[src/rtl/uart_cmd_link_ctrl.sv]
// uart_cmd_link_ctrl: round-robin command/ack sequencer over a shared uart_tx/uart_rx pair.
// Optional statistics counters: define UART_LINK_STATS_EN.
module uart_cmd_link_ctrl #(
    parameter int         NUM_REQ     = 2,
    parameter logic [7:0] ACK_CODE    = 8'h3C,
    parameter int         TIMEOUT_CYC = 2400,
    parameter int         MAX_RETRY   = 3
) (
    input  logic                 clk,
    input  logic                 reset,
    input  logic [NUM_REQ-1:0]   req,
    input  logic [8*NUM_REQ-1:0] req_cmd,
    output logic [NUM_REQ-1:0]   grant,
    output logic [NUM_REQ-1:0]   done,
    output logic [NUM_REQ-1:0]   fail,
    output logic                 busy,
    output logic [7:0]           data_to_tx,
    output logic                 start_tx,
    input  logic                 tx_busy,
    input  logic [7:0]           data_received,
    input  logic                 rx_done,
    input  logic                 parity_error
`ifdef UART_LINK_STATS_EN
    ,
    output logic [15:0]          retry_count,
    output logic [15:0]          fail_count,
    output logic [15:0]          stray_count
`endif
);
    localparam int IW = NUM_REQ > 1 ? $clog2(NUM_REQ) : 1;
    localparam int TW = $clog2(TIMEOUT_CYC) + 1;
    localparam int RW = MAX_RETRY > 0 ? $clog2(MAX_RETRY + 1) : 1;

    typedef enum logic [2:0] {IDLE, SEND, TX_ARM, TX_WAIT, ACK_WAIT, FINISH} state_t;

    state_t              state, state_nx;
    logic [IW-1:0]       idx, rr, pick, cand;
    logic                found, ok, rsp_good, err;
    logic [TW-1:0]       timer;
    logic [RW-1:0]       retry;
    logic [NUM_REQ-1:0]  onehot;
    int                  j;

    always_comb begin
        pick  = rr;
        found = 1'b0;
        j     = 0;
        cand  = '0;
        for (int k = 0; k < NUM_REQ; k++) begin
            j = int'(rr) + k;
            if (j >= NUM_REQ) j = j - NUM_REQ;
            cand = IW'(j);
            if (!found && req[cand]) begin
                pick  = cand;
                found = 1'b1;
            end
        end
    end

    // A received byte always takes priority over a coincident timeout
    assign rsp_good = rx_done && !parity_error && data_received == ACK_CODE;
    assign err      = rx_done ? !rsp_good : timer == TW'(TIMEOUT_CYC - 1);
    assign onehot   = NUM_REQ'(1) << idx;
    assign start_tx = state == SEND;
    assign busy     = state != IDLE;
    assign grant    = busy ? onehot : '0;
    assign done     = (state == FINISH && ok) ? onehot : '0;
    assign fail     = (state == FINISH && !ok) ? onehot : '0;

    always_ff @(posedge clk or posedge reset)
        if (reset) state <= IDLE;
        else       state <= state_nx;

    always_comb begin
        state_nx = state;
        case (state)
            IDLE:     state_nx = |req ? SEND : IDLE;
            SEND:     state_nx = TX_ARM;
            TX_ARM:   state_nx = TX_WAIT;
            TX_WAIT:  state_nx = tx_busy ? TX_WAIT : ACK_WAIT;
            ACK_WAIT: state_nx = rsp_good ? FINISH :
                                 !err ? ACK_WAIT :
                                 retry < RW'(MAX_RETRY) ? SEND : FINISH;
            FINISH:   state_nx = IDLE;
            default:  state_nx = IDLE;
        endcase
    end

    always_ff @(posedge clk or posedge reset) begin
        if (reset) begin
            idx        <= '0;
            rr         <= '0;
            data_to_tx <= '0;
            retry      <= '0;
            timer      <= '0;
            ok         <= 1'b0;
        end else begin
            if (state == IDLE && found) begin
                idx        <= pick;
                data_to_tx <= req_cmd[8*pick +: 8];
                retry      <= '0;
            end
            if (state == TX_WAIT && !tx_busy) timer <= '0;
            if (state == ACK_WAIT) begin
                timer <= timer + 1'b1;
                ok    <= rsp_good;
                if (state_nx == SEND) retry <= retry + 1'b1;
            end
            if (state == FINISH) rr <= idx == IW'(NUM_REQ - 1) ? '0 : idx + 1'b1;
        end
    end

`ifdef UART_LINK_STATS_EN
    always_ff @(posedge clk or posedge reset) begin
        if (reset) begin
            retry_count <= '0;
            fail_count  <= '0;
            stray_count <= '0;
        end else begin
            if (state == ACK_WAIT && state_nx == SEND && retry_count != 16'hFFFF)
                retry_count <= retry_count + 1'b1;
            if (state == FINISH && !ok && fail_count != 16'hFFFF)
                fail_count <= fail_count + 1'b1;
            if (rx_done && state != ACK_WAIT && stray_count != 16'hFFFF)
                stray_count <= stray_count + 1'b1;
        end
    end
`endif
endmodule

[config.mk]
export PLATFORM = sky130hd
export DESIGN_NAME = uart_cmd_link_ctrl
export DESIGN_NICKNAME = d
export VERILOG_FILES = /design/src/rtl/uart_cmd_link_ctrl.sv
export SDC_FILE = /design/constraint.sdc
export NUM_CORES = 1
export LEC_CHECK = 0
export ABC_AREA = 1
export BUFFER_PORTS_ARGS = -buffer_cell sky130_fd_sc_hd__buf_2
export CAP_MARGIN = 30
export CORE_ASPECT_RATIO = 1.4
export CORE_MARGIN = 4
export CORE_UTILIZATION = 30
export DETAILED_ROUTE_END_ITERATION = 8
export PLACE_DENSITY = 0.63
export SLEW_MARGIN = 10
export SYNTH_ARGS = -nofsm -noshare
export SYNTH_HDL_FRONTEND = slang
export SYNTH_SLANG_ARGS = --single-unit
export TNS_END_PERCENT = 100
[constraint.sdc]
create_clock -name clk -period 1.55 [get_ports clk]
set_input_delay 0.0775 -clock clk [delete_from_list [all_inputs] [get_ports clk]]
set_output_delay 0.0775 -clock clk [all_outputs]
set_load 0.005 [all_outputs]
---- Yosys cells after proc, flatten, opt, wreduce, memory -nomap -nowiden ----
Index checks and enable logic that the tools add are counted.
storage, ports and cells
  register bits ........................... 29
  bits in latches ......................... 0
  RAM bits ................................ 0
  bits in read-only memories .............. 0
  input bits .............................. 31
  output and inout port bits .............. 16
  word-level logic and storage cells ...... 70
  memories kept ........................... 0
cells by class
  $add $sub $neg .......................... 6
  $mul .................................... 0
  divide/modulo/power cells ............... 0
  $lt $le $gt $ge ......................... 5
  equality and inequality tests ........... 8
  shift operators ......................... 2
  mux-type cells .......................... 26
  bitwise operators ....................... 0
  reductions and logical operators ........ 16
operators with widths
  kind                                                                                 count
  13-bit two-way mux                                                                   2
  16-bit by 5-bit variable part select with 8-bit output                               1
  3-bit case mux with 5 select lines                                                   1
  13-bit by 1-bit adder with 13-bit output, second input constant                      1
  13-bit by 12-bit == test with 1-bit output, second input constant                    1
  1-bit two-way mux                                                                    13
  2-bit two-way mux                                                                    6
  3-bit two-way mux                                                                    4
  8-bit by 6-bit == test with 1-bit output, second input constant                      1
  1-bit logical AND                                                                    7
  3-bit by 1-bit == test with 1-bit output, second input constant                      2
  3-bit by 2-bit == test with 1-bit output, second input constant                      2
  3-bit == test, second input constant                                                 2
  1-bit logical NOT                                                                    5
  1-bit by 2-bit less-than comparator with 1-bit output, second input constant         2
  3-bit logical NOT                                                                    1
  3-bit nonzero test                                                                   1
  1-bit by 1-bit adder with 2-bit output, second input constant                        1
  2-bit by 1-bit adder with 2-bit output, second input constant                        1
  1-bit by 2-bit greater-or-equal comparator with 1-bit output, second input constant  1
  2-bit greater-or-equal comparator, second input constant                             1
  2-bit less-than comparator, second input constant                                    1
  2-bit nonzero test                                                                   1
  2-bit OR reduction                                                                   1
  3 further kinds                                                                      4

---- Longest topological paths before layout ----
Gate-level depths: netlist of the first run.
  depth in word-level cells ............... 12
  gate-level depth with buffers ........... 10
  gate-level depth less buffers ........... 10

---- Least setup slack after synthesis of the first run ----
Ideal clock, no wire load.
  kind .................................... flip-flop to flip-flop
  start point ............................. register timer[0]
  end point ............................... register retry[0]
  library setup time ...................... 0.113 ns
  arrival ................................. 1.134 ns
  required time ........................... 1.437 ns
  path slack .............................. 0.303 ns
  cell stages (with the launch flop) ...... 11
  buffers on the path ..................... 0
  period minus slack after synthesis ...... 1.247 ns
  path through ............................ dfrtp_1 ha_1 nand3_1 nor2_1 nand3_1 nand2_1 nand2_1 nand2_2 nand3_1 nand2_1 inv_1
between the ends
  word-level cells in the longest chain between the ends .. 8
RTL lines
  item                                        RTL line  text
  start, declared                             39        logic [TW-1:0] timer;
  start signal, assigned                      105       timer <= timer + 1'b1;
  13-bit by 12-bit == test with 1-bit output  62        assign err = rx_done ? !rsp_good : timer == TW'(TIMEOUT_CYC - 1);
  1-bit two-way mux                           62
  3-bit two-way mux                           82        !err ? ACK_WAIT :
  3-bit two-way mux                           81        ACK_WAIT: state_nx = rsp_good ? FINISH :
  3-bit case mux with 5 select lines          76        case (state)
  3-bit by 1-bit == test with 1-bit output    107       if (state_nx == SEND) retry <= retry + 1'b1;
  2-bit two-way mux                           107
  2-bit two-way mux                           104       if (state == ACK_WAIT) begin
  end signal, assigned                        107
  end, declared                               40        logic [RW-1:0] retry;
No other way between the ends.
A chain may end at the register's enable or synchronous reset.

---- Worst setup path after layout of the first run ----
Same ends and word-level chain as after synthesis.

==> results of run 1 <==
-- what timing repair did --
item / CTS / global route
endpoints found under the setup margin: 0 / 5
hold buffers: 1 / 0
hold endpoints to repair: 29 / 0
buffers inserted: 0 / 1
gates resized for setup: 0 / 2
-- per-stage QoR --
| step | setup WS (ns) | area [sq um] | hold slack (ns) | instances |
|---|---|---|---|---|
| finish | 0.119 | 2080 | 0.0462 | 347 |
| global route | 0.00961 | 2080 | 0.0612 | 347 |
| CTS | 0.0875 | 2060 | 0.0439 | 346 |
| detailed placement | 0.0987 | 1960 | 0.174 | 338 |
| global placement | 0.132 | 1960 | 0.171 | 338 |
| floorplan | 0.303 | 1630 | 0.156 | 224 |
-- registers in the layout, summed over array words and instances (netlist names) --
| signal | cells |
|---|---|
| timer | 13 |
| rr | 1 |
| state | 3 |
| ok | 1 |
| data_to_tx | 8 |
| retry | 2 |
| idx | 1 |
-- tightest hold or removal path, stage by stage --
cell and delay [ns]:
buf_2 0.07, nor2_1 0.03, o21ai_1 0.11
-- area by class of cell --
type / instances / share of cell area
Clock buffer: 7 / 0.0415
Inverter: 37 / 0.0668
Multi-Input combinational cell: 156 / 0.369
Sequential cell: 29 / 0.349
Tap cell: 66 / 0.0397
Timing Repair Buffer: 52 / 0.134
-- synthesized netlist by cell type (all sizes together) --
cell	number
a22o	1
nor3	3
nand2	57
o22ai	3
or2	1
a21oi	5
inv	37
buf	2
xor2	1
o31a	1
a32o	1
nand3	10
nand3b	1
nor4	1
nand4	3
o21ai	26
dfrtp	29
nor2	39
ha	2
a31oi	1
-- logic make-up (layout without fill, tap and decap cells) --
kind of cell	Yosys count	after routing
compound gates	38	38
buf+inv	39	96
simple gates	115	115
xor+xnor	1	1
flops	29	29
fa+ha+maj	2	2
-- power by group through the flow --
stage | clock network (W) | logic (W) | registers (W)
3_5_place_dp | 0 | 0.00107 | 0.00120
6_report | 0.000639 | 0.00109 | 0.00119
4_1_cts | 0.000660 | 0.00108 | 0.00119
5_1_grt | 0.000691 | 0.00125 | 0.00122
2_1_floorplan | 0 | 0.000690 | 0.00118
3_3_place_gp | 0 | 0.00104 | 0.00121
-- layer usage --
layer | GRT usage | vias to the layer above | routed length (um)
met5 | 0 | - | 0
met4 | 0.0463 | 0 | 65
met3 | 0.0348 | 8 | 157
met2 | 0.216 | 34 | 2030
met1 | 0.131 | 736 | 1620
li1 | - | 820 | -
-- worst max path at each step --
stage	depth (start not counted)	slack, ns	end	startpoint
2_1_floorplan	10	0.30	retry[0]	timer[0]
3_3_place_gp	10	0.13	retry[0]	timer[0]
3_5_place_dp	10	0.1	retry[0]	timer[0]
4_1_cts	10	0.09	retry[0]	timer[0]
5_1_grt	7	0.01	data_to_tx[5]	state[0]
6_report	10	0.12	retry[0]	timer[0]
==> key figures, run 1 <==
Run status
  • Outcome: completed

Synthesis
  • YS warnings: 0
  • Cells after Synth: 224
  • Sequential element share of the synthesized area: 0.445
  • Largest cells by area after synthesis: dfrtp_1, nand2_1, nor2_1, inv_1, o21ai_0
  • Synth Area in Compound Gates: 0.137
  • Area leader, netlist: dfrtp_1
  • Syn_area_per_cell: 7.28 sq um
  • Synth top area share: 0.445
  • Synth Register Bits: 29
  • Synthesized cell area: 1630 sq um
  • Syn Nets: 257
  • Largest family of logic cells by synthesized area: simple AND/OR/NAND/NOR gates
  • Synth Area in XOR/XNOR: 0.00537
  • Post-Synth Simple-Gate Area: 0.305
  • Multiplexer share of the synthesized area: 0
  • Yosys cell types: 28
  • Synth Area in Adders: 0.0153

Finish
  • Nets@finish: 314
  • Commonest non-fill, non-tap cells in the layout: nand2_1, buf_2, nor2_1
  • Multi-input gate area in the final layout: 767 sq um
  • Register area: 726 sq um
  • P&R area growth vs syn: 27.4%
  • Antenna diodes: 0
  • Fill cells: 558
  • Fin util: 0.397
  • Commonest non-fill, non-tap cell in the layout: nand2_1
  • Share of cells above drive strength 1: 0.267

Critical path
  • Kind of critical path: flip-flop to flip-flop
  • Slowest CP cell: dfrtp_1
  • Crit start category: flip-flop
  • Reg2reg end: retry[0]
  • Max stage delay on crit path: 0.37 ns
  • Reg-to-reg startpoint: timer[0]
  • WP data arrival: 1.61 ns
  • Reg2Reg Depth: 10
  • R2r setup slk: 0.12 ns
  • CP Capture Type: flip-flop
  • Buf/Inv on CP: 1
  • Crit path max fanout: 3
  • Family with the most delay on the worst path: simple AND/OR/NAND/NOR gates
  • Critical Path RT: 1.73 ns
  • CP cell instances: ha_1 > nand3_1 > nor2_1 > nand3_1 > nand2_1 > nand2_1 > nand2_2 > nand3_1 > nand2_1 > inv_1

Clock tree
  • Num CTS Buffers: 5
  • Worst-path clk slew: 0.06 ns
  • Root Buffer: clkbuf_8
  • TritonCTS clock tree: yes
  • Bufs on Longest Clock Path: 2
  • Insertion delay to the later sink of the worst-skew pair: 0.29 ns
  • H-tree levels: 2
  • Clock sink total: 29

STA
  • Measured slew at the worst slew-check pin: 0.387 ns
  • Fin Clk Skew: 0.00569 ns
  • RSZ-0062 raised after global routing: false
  • Setup TNS: 0 ns
  • Fmax: 699 MHz
  • Final setup vio count: 0
  • Final Hold Vio Count: 0
  • Slew headroom: 0.741
  • Slew Viols, Final: 0
  • Min Tclk post-route: 1.43 ns
  • Final Cycle Share: 0.923

Floorplanning
  • Die width: 70.3 um
  • Die area: 6700 sq um
  • Die extent in y: 95.3 um
  • Initial core utilization: 0.312
  • Core region area: 5240 sq um
  • I/O pins: 47
  • Rows: 31

Power and ir drop
  • Pint: 0.00181 W
  • Combinational power share: 0.374
  • Clock share of power: 0.219
  • Sw frac: 0.379
  • Pwr Total: 0.00292 W
  • Switching Power: 0.00111 W
  • Peak VDD IR: 0.000874 V
  • Pleak: 1.10 nW
  • PD cells: 1410 nW/um^2
  • Sequential power share: 0.408

Drt
  • Routed vias: 1,598
  • Vias per Instance: 4.61
  • Routed Antenna Nets: 0
  • Iteration-0 DRC Markers: 52
  • DRC: 0
  • DR WL/cell: 11.2 um
  • DR pass1 iterations: 4
  • DRT Wirelength: 3870 um

Hold path
  • Hold Path Sink: data_to_tx[1]
  • HP Start: req_cmd[9]
  • Hold depth: 3
  • Min-Delay Path Class: primary input to flip-flop

Global routing
  • Largest net degree at the start of global routing: 30
  • Aggregate global routing overflow: 0
  • First-pass GRT wire length: 6380 um
  • Total GRT Usage: 0.120
  • Initial antenna violation count: 0
  • Vias in the first global route: 1,542

Placed design
  • PortBufs: 46
  • GPL Wtd Cong: 0.799
  • DP Wirelength: 2950 um

Flow run
  • Number of max-cap violations: 0
Power figures use the tool's default switching activity.
==> run 2: changes to the inputs <==
==> constraint.sdc (replaced) <==
create_clock -name clk -period 1.55 [get_ports clk]
set_input_delay 0.155 -clock clk [delete_from_list [all_inputs] [get_ports clk]]
set_output_delay 0.155 -clock clk [all_outputs]
set_load 0.02 [all_outputs]
==> run 2 against run 1 <==
Net effect:
- worst setup slack got worse by 0.028 ns
- power rose by 7.2%
- cell area rose by 0.84%
- sequential cell count did not move
- fmax fell by 1.9%
- register-to-register slack barely moved
- hold slack improved by 0.080 ns
- critical path depth fell by 5
- via count rose by 0.44%
- non-clock buffer count did not move
- clock skew rose by 0.00061 ns
- combinational power rose by 19%
- critical endpoint is now grant[1]
- largest cell class unchanged
- highest routed layer unchanged
==> key figures, run 2 (synthesized netlist as in run 1, its figures left out) <==
Run status
  • Outcome: completed

Floorplanning
  • Die width: 70.3 um
  • Die extent in y: 95.3 um
  • Die area: 6700 sq um
  • Rows: 31
  • Core region area: 5240 sq um
  • Initial core utilization: 0.312
  • I/O pins: 47

Finish
  • Nets@finish: 314
  • Commonest non-fill, non-tap cell in the layout: nand2_1
  • Commonest non-fill, non-tap cells in the layout: nand2_1, buf_2, inv_1, nor2_1, dfrtp_1
  • Most flops, register: timer
  • Final std cell area, no fill: 2100 sq um
  • Largest registers: timer (13), data_to_tx (8), state (3)
  • Max FFs per register: 13
  • Antenna diodes: 0
  • P&R area growth vs syn: 28.5%
  • Share of cells above drive strength 1: 0.285

STA
  • Slew Viols, Final: 0
  • Min Tclk post-route: 1.46 ns
  • Final Cycle Share: 0.942
  • Final setup vio count: 0
  • Measured slew at the worst slew-check pin: 0.387 ns
  • Fmax: 685 MHz
  • Final Hold Vio Count: 0
  • Slew headroom: 0.741
  • Fin Hold WS: 0.126 ns
  • Fin Clk Skew: 0.00630 ns

Critical path
  • Crit path max fanout: 4
  • WP data arrival: 1.30 ns
  • Reg2reg end: data_to_tx[4]
  • Buf/Inv on CP: 2
  • CP Capture Type: output port
  • Crit start category: flip-flop
  • Reg-to-reg startpoint: state[0]
  • Max stage delay on crit path: 0.42 ns
  • Reg2Reg Depth: 7
  • R2r setup slk: 0.13 ns
  • Critical Path RT: 1.39 ns
  • Most common cell on crit path: nor2_2
  • CP cell instances: nor2_2 > inv_2 > nor2_2 > nor2_1 > buf_2
  • Kind of critical path: flip-flop to output port
  • Slowest CP cell: dfrtp_1
  • Family with the most delay on the worst path: flip-flops

Power and ir drop
  • PD cells: 1490 nW/um^2
  • Pwr Total: 0.00313 W
  • Pleak: 1.09 nW
  • Peak VDD IR: 0.000870 V

Drt
  • DRT Wirelength: 3880 um
  • Top layer used by detailed routing: met4
  • DR pass1 iterations: 4
  • DR WL met2: 2050 um
  • DR WL/cell: 11.2 um
  • Vias per Instance: 4.63
  • Routed vias: 1,605
  • DR WL met3: 156 um
  • Iteration-0 DRC Markers: 44
  • WL met1: 1610 um
  • Routed Antenna Nets: 0
  • DRC: 0

Clock tree
  • Bufs on Longest Clock Path: 2
  • Insertion delay to the later sink of the worst-skew pair: 0.28 ns
  • Worst-path clk slew: 0.06 ns
  • H-tree levels: 2
  • Root Buffer: clkbuf_8
  • Clock sink total: 29
  • TritonCTS clock tree: yes
  • Num CTS Buffers: 5

Hold path
  • Min-Delay Path Class: primary input to flip-flop
  • Hold depth: 3
  • HP Start: req_cmd[9]
  • Hold Path Sink: data_to_tx[1]

Placed design
  • PortBufs: 46
  • DP Wirelength: 2950 um
  • GPL Wtd Cong: 0.799
  • Placed instance area: 1960 sq um

Global routing
  • Vias in the first global route: 1,542
  • Largest net degree at the start of global routing: 30
  • Initial antenna violation count: 0
  • First-pass GRT wire length: 6380 um
  • Aggregate global routing overflow: 0
  • Total GRT Usage: 0.120

Flow run
  • Number of max-cap violations: 0
[run 2: metal layers]
metal  vias to the layer above  global-route usage
li1                        821                   -
met1                       741               0.131
met2                        35               0.216
met3                         8              0.0348
met4                         0              0.0463
met5                         -                   0
[run 2: final cells by class]
| type | count | area [sq um] |
|---|---|---|
| tap | 66 | 82.6 |
| fill | 559 | 3140 |
| timing repair buffer | 52 | 287 |
| multi-input combinational | 156 | 774 |
| clock buffer | 7 | 86.3 |
| inverter | 37 | 139 |
| sequential | 29 | 727 |
[run 2: report_power, final]
group          internal [W]  leakage [nW]  total, W  switching, W
Combinational      0.000466         0.674   0.00130      0.000831
Clock              0.000352        0.0443  0.000636      0.000285
Sequential          0.00101         0.376   0.00120      0.000189
[run 2: repair_timing]
item	in CTS	in global routing
hold endpoints to repair	29	0
setup endpoints to repair	0	9
resized for setup	0	10
hold buffers	1	0
buffers inserted	0	1
[run 2: through the flow]
stage / cells / TNS (ns) / util / setup WS, ns
floorplan: 224 / 0 / - / 0.303
global placement: 338 / 0 / 0.375 / 0.132
detailed placement: 338 / 0 / 0.375 / 0.0987
CTS: 346 / 0 / 0.393 / 0.0713
global route: 347 / -0.00190 / 0.400 / -0.00190
finish: 347 / 0 / 0.400 / 0.0906
[run 2: worst min-delay path, cell delays in order]
cell and delay [ns]:
buf_2 0.07, nor2_1 0.03, o21ai_1 0.11
[run 2: how the worst max path moves through the flow]
| stage | depth (start not counted) | from | to |
|---|---|---|---|
| CTS | 5 | state[2] | fail[1] |
| floorplan | 10 | timer[0] | retry[0] |
| global route | 7 | state[0] | data_to_tx[5] |
| finish | 5 | state[0] | grant[1] |
| detailed placement | 10 | timer[0] | retry[0] |
| global placement | 10 | timer[0] | retry[0] |
==> run 3: changes to the inputs <==
--- a/config.mk
+++ b/config.mk
@@ -5,14 +5,13 @@
 export SDC_FILE = /design/constraint.sdc
 export NUM_CORES = 1
 export LEC_CHECK = 0
-export ABC_AREA = 1
 export BUFFER_PORTS_ARGS = -buffer_cell sky130_fd_sc_hd__buf_2
 export CAP_MARGIN = 30
 export CORE_ASPECT_RATIO = 1.4
 export CORE_MARGIN = 4
 export CORE_UTILIZATION = 30
 export DETAILED_ROUTE_END_ITERATION = 8
-export PLACE_DENSITY = 0.63
+export PLACE_DENSITY = 0.64
 export SLEW_MARGIN = 10
 export SYNTH_ARGS = -nofsm -noshare
 export SYNTH_HDL_FRONTEND = slang
==> run 3 against run 2 <==
Net effect:
- sequential power fell by 7%
- the flow now finishes with violations (setup timing)
- clock power grew 7.9%
- combinational power rose by 15%
- critical path depth rose by 1
- hold slack improved by 0.032 ns
- synthesized cell count down 31%
- largest power group unchanged
- critical path type unchanged
- critical endpoint is now fail[1]
==> key figures, run 3 <==
Finish
  • Commonest non-fill, non-tap cells in the layout: buf_2, buf_4, dfrtp_1
  • Antenna diodes: 0
  • Commonest non-fill, non-tap cell in the layout: buf_2
  • Nets@finish: 273
  • Most flops, register: timer
  • Max FFs per register: 13
  • Fin util: 0.478
  • Fill cells: 455
  • Share of cells above drive strength 1: 0.465
  • Largest registers: timer (13), data_to_tx (8), state (3)
  • P&R area growth vs syn: 54.3%

Drt
  • Vias per Instance: 4.79
  • Iteration-0 DRC Markers: 38
  • DR WL/cell: 12.7 um
  • Routed Antenna Nets: 0
  • DRC: 0
  • Routed vias: 1,460
  • DR pass1 iterations: 4
  • DRT Wirelength: 3890 um

Clock tree
  • Bufs on Longest Clock Path: 2
  • Clock sink total: 29
  • Root Buffer: clkbuf_8
  • Num CTS Buffers: 5
  • TritonCTS clock tree: yes
  • H-tree levels: 2
  • Insertion delay to the later sink of the worst-skew pair: 0.28 ns
  • Worst-path clk slew: 0.06 ns

Critical path
  • Crit start category: flip-flop
  • Most common cell on crit path: buf_6
  • CP Capture Type: output port
  • Crit path max fanout: 3
  • Family with the most delay on the worst path: simple AND/OR/NAND/NOR gates
  • Kind of critical path: flip-flop to output port
  • CP cell instances: buf_6 > buf_6 > and3b_2 > nand2_2 > nor2_2 > buf_6
  • Buf/Inv on CP: 3
  • Critical Path RT: 1.39 ns
  • WP data arrival: 1.46 ns
  • Max stage delay on crit path: 0.41 ns
  • Slowest CP cell: dfrtp_1

Hold path
  • Min-Delay Path Class: primary input to flip-flop

Floorplanning
  • Die extent in y: 91.6 um
  • Rows: 30
  • Die width: 67.7 um
  • Core region area: 4840 sq um
  • I/O pins: 47
  • Die area: 6210 sq um
  • Initial core utilization: 0.310

Synthesis
  • Leading cell type by number of instances after synthesis: dfrtp_1
  • Largest cells by area after synthesis: dfrtp_1, mux2i_1, o21ai_0, nand2_1, nand4_1
  • Post-synth EDFFs: 0
  • Synth Area in XOR/XNOR: 0.00584
  • Synth Area in Compound Gates: 0.131
  • Synth top area share: 0.484
  • Syn_area_per_cell: 9.67 sq um
  • Synth Register Bits: 29
  • Area leader, netlist: dfrtp_1
  • Largest family of logic cells by synthesized area: simple AND/OR/NAND/NOR gates
  • Multiplexer share of the synthesized area: 0.0876
  • Sequential element share of the synthesized area: 0.484
  • Syn Nets: 188
  • Post-Synth Simple-Gate Area: 0.232
  • Synth Area in Adders: 0.0234
  • Synthesized cell area: 1500 sq um
  • Post-synth ARST share: 1.00
  • Commonest register cell after synthesis: dfrtp_1
  • Cells after Synth: 155
  • YS warnings: 0
  • Yosys cell types: 42
  • Synth cell count leaders: dfrtp_1, nand2_1, o21ai_0

STA
  • Final setup vio count: 4
  • Worst setup margin: -0.0641 ns
  • Min Tclk post-route: 1.61 ns
  • Fin Clk Skew: 0.00275 ns
  • Measured slew at the worst slew-check pin: 0.519 ns
  • Final Cycle Share: 1.04
  • RSZ-0062 raised after global routing: true
  • Slew Viols, Final: 0
  • Final Hold Vio Count: 0
  • Fmax: 620 MHz
  • Slew headroom: 0.654

Placed design
  • PortBufs: 46
  • GPL Wtd Cong: 0.808
  • DP Wirelength: 2870 um

Run status
  • Failing checks: setup timing
  • Outcome: finished with violations

Global routing
  • First-pass GRT wire length: 6510 um
  • Initial antenna violation count: 0
  • Total GRT Usage: 0.136
  • Vias in the first global route: 1,462
  • Aggregate global routing overflow: 0
  • Largest net degree at the start of global routing: 30

Power and ir drop
  • Peak VDD IR: 0.000386 V
  • Pleak: 1.16 nW
  • Pwr Total: 0.00328 W
  • PD cells: 1420 nW/um^2

Flow run
  • Number of max-cap violations: 0
[run 3: final timing paths]
path	start	to	slack [ns]	cells after the start
hold reg to reg	data_to_tx[6]	data_to_tx[6]	0.48	2
hold / removal	req_cmd[0]	data_to_tx[0]	0.16	3
max in group asynchronous	reset	retry[1]	0.78	4
setup reg to reg	state[1]	retry[1]	-0.05	3
min in group asynchronous	reset	data_to_tx[6]	0.49	4
setup / recovery	state[1]	fail[1]	-0.06	6
[run 3: layout make-up]
class	instances	area, sq um	area share
Multi-Input combinational cell	112	806	0.348
Sequential cell	29	726	0.314
Timing Repair Buffer	87	581	0.251
Clock buffer	7	96.3	0.0417
Tap cell	64	80.1	0.0346
Inverter	5	18.8	0.00812
Clock inverter	1	5.00	0.00216
[run 3: timing repair]
| item | in CTS | in global routing |
|---|---|---|
| setup buffers | 4 | 6 |
| pin swaps | 7 | 8 |
| hold buffers | 1 | 0 |
| endpoints found under the hold margin | 29 | 0 |
| setup endpoints to repair | 10 | 26 |
| resized for setup | 10 | 26 |
[run 3: metrics by stage]
| stage | cell area [sq um] | TNS [ns] | std cells | hold WS, ns | setup WS [ns] |
|---|---|---|---|---|---|
| floorplan | 1510 | -0.219 | 155 | 0.233 | -0.110 |
| global placement | 2010 | -0.139 | 287 | 0.252 | -0.0454 |
| detailed placement | 2010 | -0.231 | 287 | 0.259 | -0.0597 |
| CTS | 2190 | -0.443 | 299 | 0.167 | -0.109 |
| global route | 2310 | -0.840 | 305 | 0.186 | -0.134 |
| finish | 2310 | -0.221 | 305 | 0.158 | -0.0641 |
[run 3: cell families (layout without fill, tap and decap cells)]
kind of cell / after synthesis / count (layout)
adder cells (fa/ha/maj): 3 / 3
XOR/XNOR: 1 / 1
flip-flops: 29 / 29
multiplexers: 13 / 13
buffers and inverters: 14 / 100
AO/OA/AOI/OAI: 33 / 33
AND/OR/NAND/NOR: 62 / 62
[run 3: worst register-to-register path, delay by kind of cell (launching register included)]
kind	cells	cell delay [ns]
flip-flops	1	0.41
multiplexers	1	0.14
AND/OR/NAND/NOR	2	0.94
[run 3: report_power, final]
part	internal, W	switching [W]	total (W)
clock	0.000401	0.000285	0.000686
combinational	0.000707	0.000781	0.00149
sequential	0.000971	0.000140	0.00111
[run 3: metal layers]
layer | share of wire | wire [um] | track usage
met5 | 0 | 0 | 0
met4 | 0.017 | 65 | 0.0592
met3 | 0.067 | 262 | 0.0380
met2 | 0.50 | 1960 | 0.233
met1 | 0.41 | 1600 | 0.152
